[config.mk]
export PLATFORM = sky130hd
export DESIGN_NAME = debounce_bank
export DESIGN_NICKNAME = d
export VERILOG_FILES = /design/src/rtl/debounce_pkg.sv /design/src/rtl/debounce_channel.sv /design/src/rtl/debounce_bank.sv
export SDC_FILE = /design/constraint.sdc
export NUM_CORES = 1
export LEC_CHECK = 0
export CAP_MARGIN = 20
export CORE_UTILIZATION = 38
export CTS_CLUSTER_DIAMETER = 150
export CTS_CLUSTER_SIZE = 10
export DETAILED_ROUTE_END_ITERATION = 10
export GPL_TIMING_DRIVEN = 0
export PLACE_DENSITY_LB_ADDON = 0.25
export RECOVER_POWER = 100
export SYNTH_ARGS = -nofsm -noshare
export SYNTH_HDL_FRONTEND = slang
export SYNTH_SLANG_ARGS = --single-unit
[constraint.sdc]
create_clock -name i_Clk -period 2.2 [get_ports i_Clk]
set_input_delay 0.22 -clock i_Clk [delete_from_list [all_inputs] [get_ports i_Clk]]
set_output_delay 0.22 -clock i_Clk [all_outputs]
set_load 0.02 [all_outputs]
[src/rtl/debounce_pkg.sv]
// Shared constants and width helper for the debounce bank.
// Optional long-press support is enabled with DEBOUNCE_HOLD_EN.
package debounce_pkg;

    localparam int DEFAULT_DEBOUNCE_LIMIT = 250000;
    localparam int DEFAULT_HOLD_LIMIT     = 25000000;

    function automatic int cnt_width(input int limit);
        return $clog2(limit + 1);
    endfunction

endpackage

[src/rtl/debounce_channel.sv]
// One debounced channel: 2-flop synchroniser, stability counter, level and edge pulses.
// With DEBOUNCE_HOLD_EN a long-press counter drives o_Hold.
import debounce_pkg::*;

module debounce_channel #(
    parameter int DEBOUNCE_LIMIT = DEFAULT_DEBOUNCE_LIMIT,
`ifdef DEBOUNCE_HOLD_EN
    parameter int HOLD_LIMIT = DEFAULT_HOLD_LIMIT,
`endif
    parameter logic RESET_BIT = 1'b0
) (
    input  logic i_Clk,
    input  logic i_Rst_L,
    input  logic i_Switch,
    output logic o_Switch,
    output logic o_Rise,
    output logic o_Fall,
`ifdef DEBOUNCE_HOLD_EN
    output logic o_Hold,
`endif
    output logic o_Commit
);

    localparam int CNT_W = cnt_width(DEBOUNCE_LIMIT);
    localparam logic [CNT_W-1:0] CNT_LAST = CNT_W'(DEBOUNCE_LIMIT - 1);

    logic             sync_q;
    logic             s;
    logic [CNT_W-1:0] cnt;

    // Combinational so the bank can register o_Any_Change alongside the pulses.
    assign o_Commit = (s != o_Switch) && (cnt == CNT_LAST);

    always_ff @(posedge i_Clk or negedge i_Rst_L) begin
        if (!i_Rst_L) begin
            sync_q   <= RESET_BIT;
            s        <= RESET_BIT;
            o_Switch <= RESET_BIT;
            cnt      <= '0;
            o_Rise   <= 1'b0;
            o_Fall   <= 1'b0;
        end else begin
            sync_q <= i_Switch;
            s      <= sync_q;
            o_Rise <= o_Commit && s;
            o_Fall <= o_Commit && !s;
            if (s == o_Switch) begin
                cnt <= '0;
            end else if (o_Commit) begin
                cnt      <= '0;
                o_Switch <= s;
            end else begin
                cnt <= cnt + CNT_W'(1);
            end
        end
    end

`ifdef DEBOUNCE_HOLD_EN
    localparam int HOLD_W = cnt_width(HOLD_LIMIT);
    localparam logic [HOLD_W-1:0] HOLD_LAST = HOLD_W'(HOLD_LIMIT - 1);
    localparam logic [HOLD_W-1:0] HOLD_DONE = HOLD_W'(HOLD_LIMIT);

    logic [HOLD_W-1:0] hold_cnt;

    // Parks at HOLD_DONE so a long press pulses once until released.
    always_ff @(posedge i_Clk or negedge i_Rst_L) begin
        if (!i_Rst_L) begin
            hold_cnt <= '0;
            o_Hold   <= 1'b0;
        end else begin
            o_Hold <= o_Switch && (hold_cnt == HOLD_LAST);
            if (!o_Switch) begin
                hold_cnt <= '0;
            end else if (hold_cnt != HOLD_DONE) begin
                hold_cnt <= hold_cnt + HOLD_W'(1);
            end
        end
    end
`endif

endmodule

[src/rtl/debounce_bank.sv]
// N-channel switch debouncer with per-channel edge pulses and a shared change flag.
// Define DEBOUNCE_HOLD_EN to add the o_Hold long-press output.
import debounce_pkg::*;

module debounce_bank #(
    parameter int NUM_CH = 4,
    parameter int DEBOUNCE_LIMIT = DEFAULT_DEBOUNCE_LIMIT,
`ifdef DEBOUNCE_HOLD_EN
    parameter int HOLD_LIMIT = DEFAULT_HOLD_LIMIT,
`endif
    parameter logic [NUM_CH-1:0] RESET_VALUE = '0
) (
    input  logic              i_Clk,
    input  logic              i_Rst_L,
    input  logic [NUM_CH-1:0] i_Switch,
    output logic [NUM_CH-1:0] o_Switch,
    output logic [NUM_CH-1:0] o_Rise,
    output logic [NUM_CH-1:0] o_Fall,
`ifdef DEBOUNCE_HOLD_EN
    output logic [NUM_CH-1:0] o_Hold,
`endif
    output logic              o_Any_Change
);

    logic [NUM_CH-1:0] commit;

    for (genvar i = 0; i < NUM_CH; i++) begin : g_ch
        debounce_channel #(
            .DEBOUNCE_LIMIT(DEBOUNCE_LIMIT),
`ifdef DEBOUNCE_HOLD_EN
            .HOLD_LIMIT    (HOLD_LIMIT),
`endif
            .RESET_BIT     (RESET_VALUE[i])
        ) u_ch (
            .i_Clk   (i_Clk),
            .i_Rst_L (i_Rst_L),
            .i_Switch(i_Switch[i]),
            .o_Switch(o_Switch[i]),
            .o_Rise  (o_Rise[i]),
            .o_Fall  (o_Fall[i]),
`ifdef DEBOUNCE_HOLD_EN
            .o_Hold  (o_Hold[i]),
`endif
            .o_Commit(commit[i])
        );
    end

    always_ff @(posedge i_Clk or negedge i_Rst_L) begin
        if (!i_Rst_L) begin
            o_Any_Change <= 1'b0;
        end else begin
            o_Any_Change <= |commit;
        end
    end

endmodule

Yosys cells after proc, flatten, opt, wreduce, memory -nomap -nowiden
Index checks and enable logic that the tools add are counted.
Word-level totals
  register bits: 93
  output and inout bits: 13
Operators by class
  multiplexer cells: 8
  eq/ne operators: 12
  add/sub/neg operators: 4
  bitwise operators: 4
  reductions and logical operators: 21
Operators with widths (number)
  $mux 18: 8
  $add 18x1->18 const B: 4
  $eq 18x18->1 const B: 4
  $logic_and 1x1->1: 12
  $reduce_and 2->1: 4
  $eq 1x1->1: 4
  $logic_not 1->1: 4
  $ne 1x1->1: 4
  $not 1->1: 4
  $reduce_or 4->1: 1

Depth between registers and ports, before layout
Gate-level depths: netlist (run 1).
  depth after elaboration: 4
  gate-level depth with buffers: 6

Cells and area by module
From an unflattened synthesis (run 1), not the netlist that was laid out.
Second synthesis, totals
  cells, all modules: 410
  area total of the unflattened synthesis: 4416.7 µm²
Modules (own cells, without submodules)
  debounce_channel: cells an instance 102, instances 4, sequential area each 575.6 µm², area an instance 1096.1 µm²
  debounce_bank: cells an instance 2, instances 1, sequential area each 25.0 µm², area an instance 32.5 µm²

Least setup slack after synthesis (run 1)
OpenSTA, ideal clock, no wires.
  kind: flip-flop to flip-flop
  from: reg g_ch[1].u_ch.cnt[0]
  to: reg g_ch[1].u_ch.cnt[10]
  data arrival time: 1.612 ns
  cell stages (with the launch flop): 7
  slack: 0.467 ns
  setup time: 0.121 ns
  required time: 2.079 ns
  path through: dfrtp_1 > ha_1 > and3_1 > nand4_1 > o21bai_1 > buf_2 > nor2_1
Between the ends
  longest elaborated chain between the ends: 4
  elaborated cells on any way between the ends: 5
RTL lines
  start, declared: RTL line debounce_channel.sv:29  | logic [CNT_W-1:0] cnt;
  start signal, assigned: RTL line debounce_channel.sv:53  | cnt <= cnt + CNT_W'(1);
  branches (longest 2 deep; another with $add 18x1->18)
  $mux 18 (*): RTL line debounce_channel.sv:49  | end else if (o_Commit) begin
  $mux 18 (*): RTL line debounce_channel.sv:47  | if (s == o_Switch) begin
Every way passes the cells marked *.
A chain may end at the register's enable or synchronous reset.

Worst setup path after layout (run 1)
  from: reg g_ch[3].u_ch.cnt[5]
  to: reg g_ch[3].u_ch.cnt[16]
Between the ends
  longest elaborated chain between the ends: 4
  elaborated cells on any way between the ends: 5
RTL lines (RTL line)
  start, declared: debounce_channel.sv:29
  start signal, assigned: debounce_channel.sv:53
  branches (longest 2 deep; another with $add 18x1->18)
  $mux 18 (*): debounce_channel.sv:49
  $mux 18 (*): debounce_channel.sv:47
Marked as above.

==> results of run 1 <==
## worst max-delay path by stage
stage | slack [ns] | startpoint | endpoint | cells after the start
2_1_floorplan | 0.47 | g_ch[1].u_ch.cnt[0]$_DFF_PN0_ | g_ch[1].u_ch.cnt[10]$_DFF_PN0_ | 6
3_3_place_gp | -2.53 | i_Rst_L | g_ch[2].u_ch.cnt[15]$_DFF_PN0_ | 1
3_5_place_dp | 0.07 | g_ch[1].u_ch.cnt[0]$_DFF_PN0_ | g_ch[1].u_ch.cnt[10]$_DFF_PN0_ | 6
4_1_cts | 0.05 | g_ch[1].u_ch.cnt[0]$_DFF_PN0_ | g_ch[1].u_ch.cnt[10]$_DFF_PN0_ | 6
5_1_grt | 0.03 | g_ch[3].u_ch.cnt[5]$_DFF_PN0_ | g_ch[3].u_ch.cnt[16]$_DFF_PN0_ | 5
6_report | 0.23 | g_ch[3].u_ch.cnt[5]$_DFF_PN0_ | g_ch[3].u_ch.cnt[16]$_DFF_PN0_ | 5
## report_power, final
group / internal [mW] / switching [mW]
clock network: 0.978 / 0.654
logic: 0.0364 / 0.0750
registers: 1.74 / 0.0244
## flip-flops by register name (all words and copies together) (netlist names)
| register | flops |
|---|---|
| g_ch.u_ch.sync_q | 4 |
| o_Any_Change | 1 |
| g_ch.u_ch.o_Fall | 4 |
| g_ch.u_ch.o_Rise | 4 |
| g_ch.u_ch.o_Switch | 4 |
| g_ch.u_ch.cnt | 72 |
| g_ch.u_ch.s | 4 |
## metrics by stage
stage / cell area [µm²] / instances / utilization, % / setup slack (ns)
floorplan: 4380 / 431 / - / 0.467
global placement: 4730 / 589 / 42.9 / -2.53
detailed placement: 4760 / 590 / 43.1 / 0.0672
CTS: 5090 / 607 / 46.1 / 0.0548
global route: 5090 / 607 / 46.2 / 0.0256
finish: 5090 / 607 / 46.2 / 0.228
## logic make-up after synthesis
group | Yosys count
AO/OA/AOI/OAI | 18
XOR/XNOR | 61
adder cells (fa/ha/maj) | 4
buffers and inverters | 28
flip-flops | 93
multiplexers | 4
AND/OR/NAND/NOR | 223
## final cells by class
cell class | count | area [µm²]
Inverter | 9 | 33.8
Buffer | 19 | 121
Sequential cell | 93 | 2330
Multi-Input combinational cell | 310 | 1900
Timing Repair Buffer | 20 | 213
Tap cell | 140 | 175
Fill cell | 1041 | 5940
Clock buffer | 12 | 267
Clock inverter | 4 | 53.8
## layout by cell type, fill, tap and decap left out, drive strengths merged, types with 5 or more instances in the layout
| master | count |
|---|---|
| xor2 | 11 |
| dlygate4sd3 | 18 |
| nand2 | 20 |
| nor3 | 20 |
| dfrtp | 93 |
| o21ai | 8 |
| and3 | 8 |
| a21oi | 7 |
| clkbuf | 20 |
| inv | 10 |
| nor4 | 21 |
| nor4b | 5 |
| buf | 13 |
| nand4b | 6 |
| xnor2 | 50 |
| nand4 | 23 |
| nor2 | 78 |
| nand3 | 26 |
## layer usage
layer	GRT usage, %	part of all wire [%]	wire length [µm]
met1	19.3	51	3960
met2	23.4	45	3530
met3	2.13	1.9	146
met4	7.71	2.4	186
met5	0	0	0
## timing repair
| action | in CTS | in global routing |
|---|---|---|
| hold buffers | 1 | 0 |
| resized for setup | 0 | 2 |
| setup endpoints to repair | 0 | 20 |
| endpoints found under the hold margin | 44 | 0 |
## worst max-delay path: cells and delay by family, from the launching register on
family / cells / cell delay [ns]
AND/OR/NAND/NOR: 3 / 0.72
flip-flops: 1 / 0.47
AO/OA/AOI/OAI: 1 / 0.36
buffers and inverters: 1 / 0.30
==> impl_metrics.env, run 1 <==
export IMPL_nets=472
export IMPL_final_antenna_net_count=0
export IMPL_synthFlopType="dfrtp_1"
export IMPL_cp_end_kind="flip-flop"
export IMPL_max_slew_margin_pct=23.9
export IMPL_yosys_area_share_simple_pct=26.5
export IMPL_synth_compound_area_share_pct=2.40
export IMPL_path_max_fanout=10
export IMPL_cts_made_buffers=9
export IMPL_via_per_inst=5.06
export IMPL_place_congestion=0.790
export IMPL_ios=19
export IMPL_cts_sinks=93
export IMPL_cp_start_kind="flip-flop"
export IMPL_cap_violations=0
export IMPL_power_mw=3.50
export IMPL_muxShareOfSynthArea_pct=1.03
export IMPL_reg2reg_slack_ns=0.23
export IMPL_grt_pass1_vias=2976
export IMPL_max_clock_freq_mhz=507
export IMPL_hold_end="g_ch[3].u_ch.s$_DFF_PN0_"
export IMPL_r2r_end="g_ch[3].u_ch.cnt[16]$_DFF_PN0_"
export IMPL_synth_edf_count=0
export IMPL_hold_worst_slack_ns=0.360
export IMPL_slowest_delay_ns=0.47
export IMPL_clock_skew_final_ns=0.00847
export IMPL_portBuffers=18
export IMPL_ys_seq_area_share_pct=53.1
export IMPL_yosys_area_share_adder_pct=1.14
export IMPL_num_vias=3069
export IMPL_clock_root_buffer="clkbuf_16"
export IMPL_r2r_cells=5
export IMPL_cts_setup_buffers=0
export IMPL_grt_pass1_wl_um=13600
export IMPL_worst_pin_slew_ns=1.14
export IMPL_crit_type="flip-flop to flip-flop"
export IMPL_dieArea_mm2=0.0120
export IMPL_rsz0062_at_grt="no"
export IMPL_cts_tree="done"
export IMPL_hold_viol=0
export IMPL_antenna_found_initial=0
export IMPL_reg2reg_from="g_ch[3].u_ch.cnt[5]$_DFF_PN0_"
export IMPL_hold_depth=0
export IMPL_grt_overflow_total=0
export IMPL_ys_types=32
export IMPL_drt_iter0_markers=67
export IMPL_hp_start="g_ch[3].u_ch.sync_q$_DFF_PN0_"
export IMPL_ys_seq_elements=93
export IMPL_outcome="complete, no violations"
export IMPL_period_share_pct=89.6
export IMPL_synth_xor_area_share_pct=12.2
export IMPL_synth_top_cell_by_area="dfrtp_1"
export IMPL_yosysMostFrequentCell="dfrtp_1"
export IMPL_required_ns=2.43
export IMPL_drc=0
export IMPL_synth_common_cells="93 x dfrtp_1, 78 x nor2_1, 50 x xnor2_1"
export IMPL_start_util_pct=39.7
export IMPL_synth_warnings=0
export IMPL_grtUsageTotal_pct=14.7
export IMPL_p_leak_nw=2.09
export IMPL_yosys_area_top_type_share_pct=53.1
export IMPL_setup_viol=0
export IMPL_synth_area_top_cells="dfrtp_1 53%, xnor2_1 10%, nor2_1 6.7%"
export IMPL_cpMaxStageDelayCell="dfrtp_1"
export IMPL_insertion_delay_ns=0.34
export IMPL_htreeDepth=3
export IMPL_area_delta_synth_final_pct=16.3
export IMPL_hold_path_class="flip-flop to flip-flop"
export IMPL_rows=38
export IMPL_drive_above_1_share_pct=9.42
export IMPL_dr_pass1_iters=4
export IMPL_num_antenna_cells=0
export IMPL_syn_nets=441
export IMPL_grt_max_degree=50
export IMPL_clkTransAtPathRegs_ns=0.07
export IMPL_fin_setup_tns_ns=0
export IMPL_crit_arrival_ns=2.20
export IMPL_die_w_um=109
export IMPL_clockBufferDepth=2
export IMPL_period_minus_slack_ns=1.97
export IMPL_synth_top_family_by_area="simple AND/OR/NAND/NOR gates"
export IMPL_peakVddDrop_mv=0.423
export IMPL_p_per_area_mw_per_mm2=688
export IMPL_path_cells="nor4b_1 -> nand4_1 -> o21ai_2 -> clkbuf_2 -> nor2_1"
export IMPL_die_h_um=109
export IMPL_syn_avg_cell_area_um2=10.2
export IMPL_async_flop_share_pct=100
export IMPL_synth_cells=431
export IMPL_post_drt_wl_per_cell_um=12.9
export IMPL_dpl_hpwl_um=5440
export IMPL_core_mm2=0.0110
export IMPL_drv_slew=0
export IMPL_wirelength_um=7820
export IMPL_netlist_area_mm2=0.00438
Note: power is estimated with default switching activity, not from simulation.
==> inputs of run 2 (changes only) <==
--- a/config.mk
+++ b/config.mk
@@ -5,7 +5,6 @@
 export SDC_FILE = /design/constraint.sdc
 export NUM_CORES = 1
 export LEC_CHECK = 0
-export CAP_MARGIN = 20
 export CORE_UTILIZATION = 38
 export CTS_CLUSTER_DIAMETER = 150
 export CTS_CLUSTER_SIZE = 10
==> run 2 against run 1 <==
Non-clock buffer count stayed put. First-iteration DRC count did not move. Total power unchanged. Routed wire length unchanged. Largest power group unchanged. Critical path depth unchanged. Global-route usage did not move. Worst hold slack unchanged. Register-to-register slack hardly changed. Final area is the same. Clock power is essentially flat.
==> impl_metrics.env, run 2 (synthesis gave the netlist of run 1 again) <==
export IMPL_outcome="complete, no violations"
export IMPL_hold_path_class="flip-flop to flip-flop"
export IMPL_grt_overflow_total=0
export IMPL_power_mw=3.50
export IMPL_clock_root_buffer="clkbuf_16"
export IMPL_ios=19
export IMPL_worst_pin_slew_ns=1.14
export IMPL_wirelength_um=7820
export IMPL_antenna_found_initial=0
export IMPL_cts_setup_buffers=0
export IMPL_rows=38
export IMPL_peakVddDrop_mv=0.423
export IMPL_htreeDepth=3
export IMPL_max_slew_margin_pct=23.9
export IMPL_via_per_inst=5.06
export IMPL_nets=472
export IMPL_dieArea_mm2=0.0120
export IMPL_required_ns=2.43
export IMPL_crit_family="simple AND/OR/NAND/NOR gates"
export IMPL_drc=0
export IMPL_clock_skew_final_ns=0.00847
export IMPL_dr_pass1_iters=4
export IMPL_largest_reg_flops=72
export IMPL_grtUsageTotal_pct=14.7
export IMPL_mostFrequentLayoutCell="dfrtp_1"
export IMPL_final_area_mm2=0.00509
export IMPL_drv_slew=0
export IMPL_cap_violations=0
export IMPL_grt_pass1_vias=2976
export IMPL_path_max_fanout=10
export IMPL_slowest_delay_ns=0.47
export IMPL_cp_end_kind="flip-flop"
export IMPL_drt_iter0_markers=67
export IMPL_grt_pass1_wl_um=13600
export IMPL_cpMaxStageDelayCell="dfrtp_1"
export IMPL_regMostFlops="g_ch.u_ch.cnt"
export IMPL_cts_sinks=93
export IMPL_dpl_hpwl_um=5440
export IMPL_place_congestion=0.790
export IMPL_crit_arrival_ns=2.20
export IMPL_period_minus_slack_ns=1.97
export IMPL_num_antenna_cells=0
export IMPL_cp_start_kind="flip-flop"
export IMPL_hold_worst_slack_ns=0.360
export IMPL_postPlaceCellArea_mm2=0.00476
export IMPL_setup_viol=0
export IMPL_insertion_delay_ns=0.34
export IMPL_p_per_area_mw_per_mm2=688
export IMPL_start_util_pct=39.7
export IMPL_die_h_um=109
export IMPL_clockBufferDepth=2
export IMPL_grt_max_degree=50
export IMPL_cts_tree="done"
export IMPL_die_w_um=109
export IMPL_period_share_pct=89.6
export IMPL_clkTransAtPathRegs_ns=0.07
export IMPL_hold_viol=0
export IMPL_core_mm2=0.0110
export IMPL_p_leak_nw=2.09
export IMPL_cts_made_buffers=9
export IMPL_worst_slack_ns=0.228
export IMPL_drive_above_1_share_pct=9.42
export IMPL_final_antenna_net_count=0
export IMPL_rsz0062_at_grt="no"
export IMPL_path_cells="nor4b_1 -> nand4_1 -> o21ai_2 -> clkbuf_2 -> nor2_1"
export IMPL_crit_type="flip-flop to flip-flop"
export IMPL_portBuffers=18
export IMPL_post_drt_wl_per_cell_um=12.9
export IMPL_pre_cts_ws_ns=0.0672
export IMPL_max_clock_freq_mhz=507
export IMPL_final_cell_mix="93 x dfrtp_1, 78 x nor2_1, 50 x xnor2_1, 26 x nand3_1"
export IMPL_area_delta_synth_final_pct=16.3
export IMPL_cp_buffers_inverters=1
export IMPL_num_vias=3069
==> run 2: cell counts in the layout (fill, tap and decap cells not counted) <==
Identical to the previous run, type by type.
==> run 2: what timing repair did <==
action                     CTS  global route
gates resized for setup      0             2
hold buffers                 1             0
setup endpoints to repair    0            20
hold endpoints to repair    44             0
==> run 2: metal layers <==
metal  part of all wire, %  vias up  track usage (%)
met4                   2.4        0             7.71
met2                    45       31             23.4
met3                   1.9       12             2.13
li1                      -     1560                -
met5                     0        -                0
met1                    51     1466             19.3
==> run 2: worst paths after layout <==
| path | from | cells after the start | endpoint | slack (ns) |
|---|---|---|---|---|
| worst max register to register | g_ch[3].u_ch.cnt[5]$_DFF_PN0_ | 5 | g_ch[3].u_ch.cnt[16]$_DFF_PN0_ | 0.23 |
| min in group asynchronous | i_Rst_L | 2 | g_ch[0].u_ch.cnt[10]$_DFF_PN0_ | 0.64 |
| max in group asynchronous | i_Rst_L | 3 | g_ch[2].u_ch.cnt[9]$_DFF_PN0_ | 0.76 |
| worst max-delay path | g_ch[3].u_ch.cnt[5]$_DFF_PN0_ | 5 | g_ch[3].u_ch.cnt[16]$_DFF_PN0_ | 0.23 |
| worst min register to register | g_ch[3].u_ch.sync_q$_DFF_PN0_ | 0 | g_ch[3].u_ch.s$_DFF_PN0_ | 0.36 |
| worst min-delay path | g_ch[3].u_ch.sync_q$_DFF_PN0_ | 0 | g_ch[3].u_ch.s$_DFF_PN0_ | 0.36 |
==> run 2: layout make-up <==
class                   instances  area (µm²)
clock inverters                 4        53.8
flip-flops and latches         93        2330
plain buffers                  19         121
inverters                       9        33.8
well taps                     140         175
repair buffers                 20         213
clock buffers                  12         267
fillers                      1041        5940
multi-input cells             310        1900
==> run 2: power breakdown <==
part / leakage, nW / internal [mW] / total, mW / switching, mW
Combinational: 0.668 / 0.0364 / 0.111 / 0.0750
Clock: 0.151 / 0.978 / 1.63 / 0.654
Sequential: 1.27 / 1.74 / 1.76 / 0.0244
==> run 2: worst reg2reg max path: stages (launching register included) <==
cell and delay (ns):
dfrtp_1 0.47, nor4b_1 0.47, nand4_1 0.17, o21ai_2 0.37
clkbuf_2 0.30, nor2_1 0.08
==> run 2: through the flow <==
| stage | utilization [%] | TNS (ns) | std cells |
|---|---|---|---|
| 2_1_floorplan | - | 0 | 431 |
| 3_3_place_gp | 42.9 | -234.99 | 589 |
| 3_5_place_dp | 43.1 | 0 | 590 |
| 4_1_cts | 46.1 | 0 | 607 |
| 5_1_grt | 46.2 | 0 | 607 |
| 6_report | 46.2 | 0 | 607 |
==> inputs of run 3 (changes only) <==
--- a/config.mk
+++ b/config.mk
@@ -9,7 +9,6 @@
 export CTS_CLUSTER_DIAMETER = 150
 export CTS_CLUSTER_SIZE = 10
 export DETAILED_ROUTE_END_ITERATION = 10
-export GPL_TIMING_DRIVEN = 0
 export PLACE_DENSITY_LB_ADDON = 0.25
 export RECOVER_POWER = 100
 export SYNTH_ARGS = -nofsm -noshare
==> run 3 against run 2 <==
Final area down 2.5%. Fmax is 5.4% higher. Worst hold slack worse by 0.013 ns. Via count decreased by 0.88%. Largest cell class unchanged.
==> impl_metrics.env, run 3 (synthesis gave the netlist of run 1 again) <==
export IMPL_p_seq_share_pct=51.5
export IMPL_area_delta_synth_final_pct=13.4
export IMPL_via_per_inst=5.12
export IMPL_period_share_pct=85.0
export IMPL_final_cells=594
export IMPL_max_slew_margin_pct=30.3
export IMPL_grt_overflow_total=0
export IMPL_htreeDepth=3
export IMPL_die_w_um=109
export IMPL_clockBufferDepth=2
export IMPL_dpl_hpwl_um=5440
export IMPL_switching_share_pct=22.1
export IMPL_place_congestion=0.840
export IMPL_cts_setup_buffers=0
export IMPL_crit_arrival_ns=2.10
export IMPL_dr_pass1_iters=4
export IMPL_die_h_um=109
export IMPL_crit_family="simple AND/OR/NAND/NOR gates"
export IMPL_final_antenna_net_count=0
export IMPL_grtUsageTotal_pct=15.0
export IMPL_cts_made_buffers=9
export IMPL_slowest_delay_ns=0.47
export IMPL_drv_slew=0
export IMPL_setup_viol=0
export IMPL_path_cells="nor4b_1 -> nand3_1 -> nor3_1 -> mux2_2"
export IMPL_grt_pass1_vias=3013
export IMPL_grt_use_met2_pct=23.2
export IMPL_mostFrequentLayoutCell="dfrtp_1"
export IMPL_ios=19
export IMPL_max_clock_freq_mhz=535
export IMPL_required_ns=2.43
export IMPL_crit_type="flip-flop to flip-flop"
export IMPL_clock_skew_final_ns=0.00594
export IMPL_regMostFlops="g_ch.u_ch.cnt"
export IMPL_net_switching_power_uw=755
export IMPL_nets=459
export IMPL_grt_max_degree=42
export IMPL_power_mw=3.41
export IMPL_final_util_pct=45.0
export IMPL_p_int_mw=2.66
export IMPL_clkTransAtPathRegs_ns=0.07
export IMPL_post_drt_wl_per_cell_um=13.4
export IMPL_peakVddDrop_mv=0.410
export IMPL_insertion_delay_ns=0.34
export IMPL_num_antenna_cells=0
export IMPL_p_per_area_mw_per_mm2=688
export IMPL_p_leak_nw=2.00
export IMPL_portBuffers=18
export IMPL_cp_end_kind="flip-flop"
export IMPL_cp_buffers_inverters=0
export IMPL_cts_sinks=93
export IMPL_cp_start_kind="flip-flop"
export IMPL_clock_root_buffer="clkbuf_16"
export IMPL_grt_pass1_wl_um=14100
export IMPL_path_max_fanout=6
export IMPL_period_minus_slack_ns=1.87
export IMPL_p_comb_share_pct=3.2
export IMPL_hold_worst_slack_ns=0.347
export IMPL_cts_tree="done"
export IMPL_cpMaxStageDelayCell="dfrtp_1"
export IMPL_drt_iter0_markers=315
export IMPL_met3_usage_pct=2.85
export IMPL_fin_setup_tns_ns=0
export IMPL_fillCellCount=1066
export IMPL_grtUsageMet1_pct=20.7
export IMPL_reg2reg_slack_ns=0.33
export IMPL_outcome="complete, no violations"
export IMPL_busiest_layer="met2"
export IMPL_dp_cells=577
export IMPL_drc=0
export IMPL_p_clk_share_pct=45.3
export IMPL_num_vias=3042
export IMPL_rsz0062_at_grt="no"
export IMPL_rows=38
export IMPL_final_cell_mix="93 x dfrtp_1, 78 x nor2_1, 50 x xnor2_1, 26 x nand3_1"
export IMPL_drive_above_1_share_pct=6.39
export IMPL_start_util_pct=39.7
export IMPL_dieArea_mm2=0.0120
export IMPL_hold_viol=0
export IMPL_worst_pin_slew_ns=1.05
export IMPL_hold_path_class="flip-flop to flip-flop"
export IMPL_cap_violations=0
export IMPL_wirelength_um=7970
export IMPL_largest_reg_flops=72
export IMPL_antenna_found_initial=0
export IMPL_core_mm2=0.0110
==> run 3: changes by cell type in the layout (fill, tap and decap cells not counted), sizes merged <==
cell | previous run | this run
clkbuf | 20 | 16
buf | 13 | 2
clkinv | 0 | 2
==> run 3: path summary, 6_finish.rpt <==
path	startpoint	end	depth (start not counted)
setup / recovery	g_ch[3].u_ch.cnt[5]$_DFF_PN0_	g_ch[3].u_ch.o_Switch$_DFFE_PN0P_	4
hold / removal	g_ch[1].u_ch.sync_q$_DFF_PN0_	g_ch[1].u_ch.s$_DFF_PN0_	0
setup reg to reg	g_ch[3].u_ch.cnt[5]$_DFF_PN0_	g_ch[3].u_ch.o_Switch$_DFFE_PN0P_	4
hold reg to reg	g_ch[1].u_ch.sync_q$_DFF_PN0_	g_ch[1].u_ch.s$_DFF_PN0_	0
max in group asynchronous	i_Rst_L	g_ch[1].u_ch.o_Fall$_DFF_PN0_	3
min in group asynchronous	i_Rst_L	g_ch[0].u_ch.cnt[13]$_DFF_PN0_	2
==> run 3: layout make-up <==
| type | count | area [µm²] | share of cell area (%) |
|---|---|---|---|
| Clock buffer | 10 | 229 | 4.61 |
| Tap cell | 140 | 175 | 3.53 |
| Sequential cell | 93 | 2330 | 46.9 |
| Inverter | 9 | 33.8 | 0.680 |
| Multi-Input combinational cell | 310 | 1890 | 38.1 |
| Clock inverter | 6 | 71.3 | 1.44 |
| Timing Repair Buffer | 26 | 235 | 4.74 |
==> run 3: power by group through the flow <==
| stage | Clock (mW) | Sequential (mW) | Combinational [mW] |
|---|---|---|---|
| floorplan | 0 | 1.79 | 0.0534 |
| global placement | 0 | 1.79 | 0.117 |
| CTS | 1.60 | 1.76 | 0.121 |
| detailed placement | 0 | 1.79 | 0.119 |
| finish | 1.55 | 1.76 | 0.110 |
| global route | 1.67 | 1.76 | 0.131 |
==> run 3: per-stage QoR <==
step                      instance area [µm²]  setup slack [ns]
after floorplan                          4380             0.467
after global placement                   4680             0.401
after detailed placement                 4680             0.306
after CTS                                4990             0.296
after global routing                     4960             0.190
final                                    4960             0.330
==> run 3: timing repair <==
action | in CTS | in global routing
hold buffers | 1 | 0
endpoints found under the hold margin | 39 | 0
resized for setup | 0 | 0
==> run 3: layer usage <==
metal	vias up	routed length [µm]	share of wire, %
met5	-	0	0
met4	0	100	1.3
met3	7	240	3.0
met2	50	3720	47
met1	1453	3910	49
li1	1532	-	-
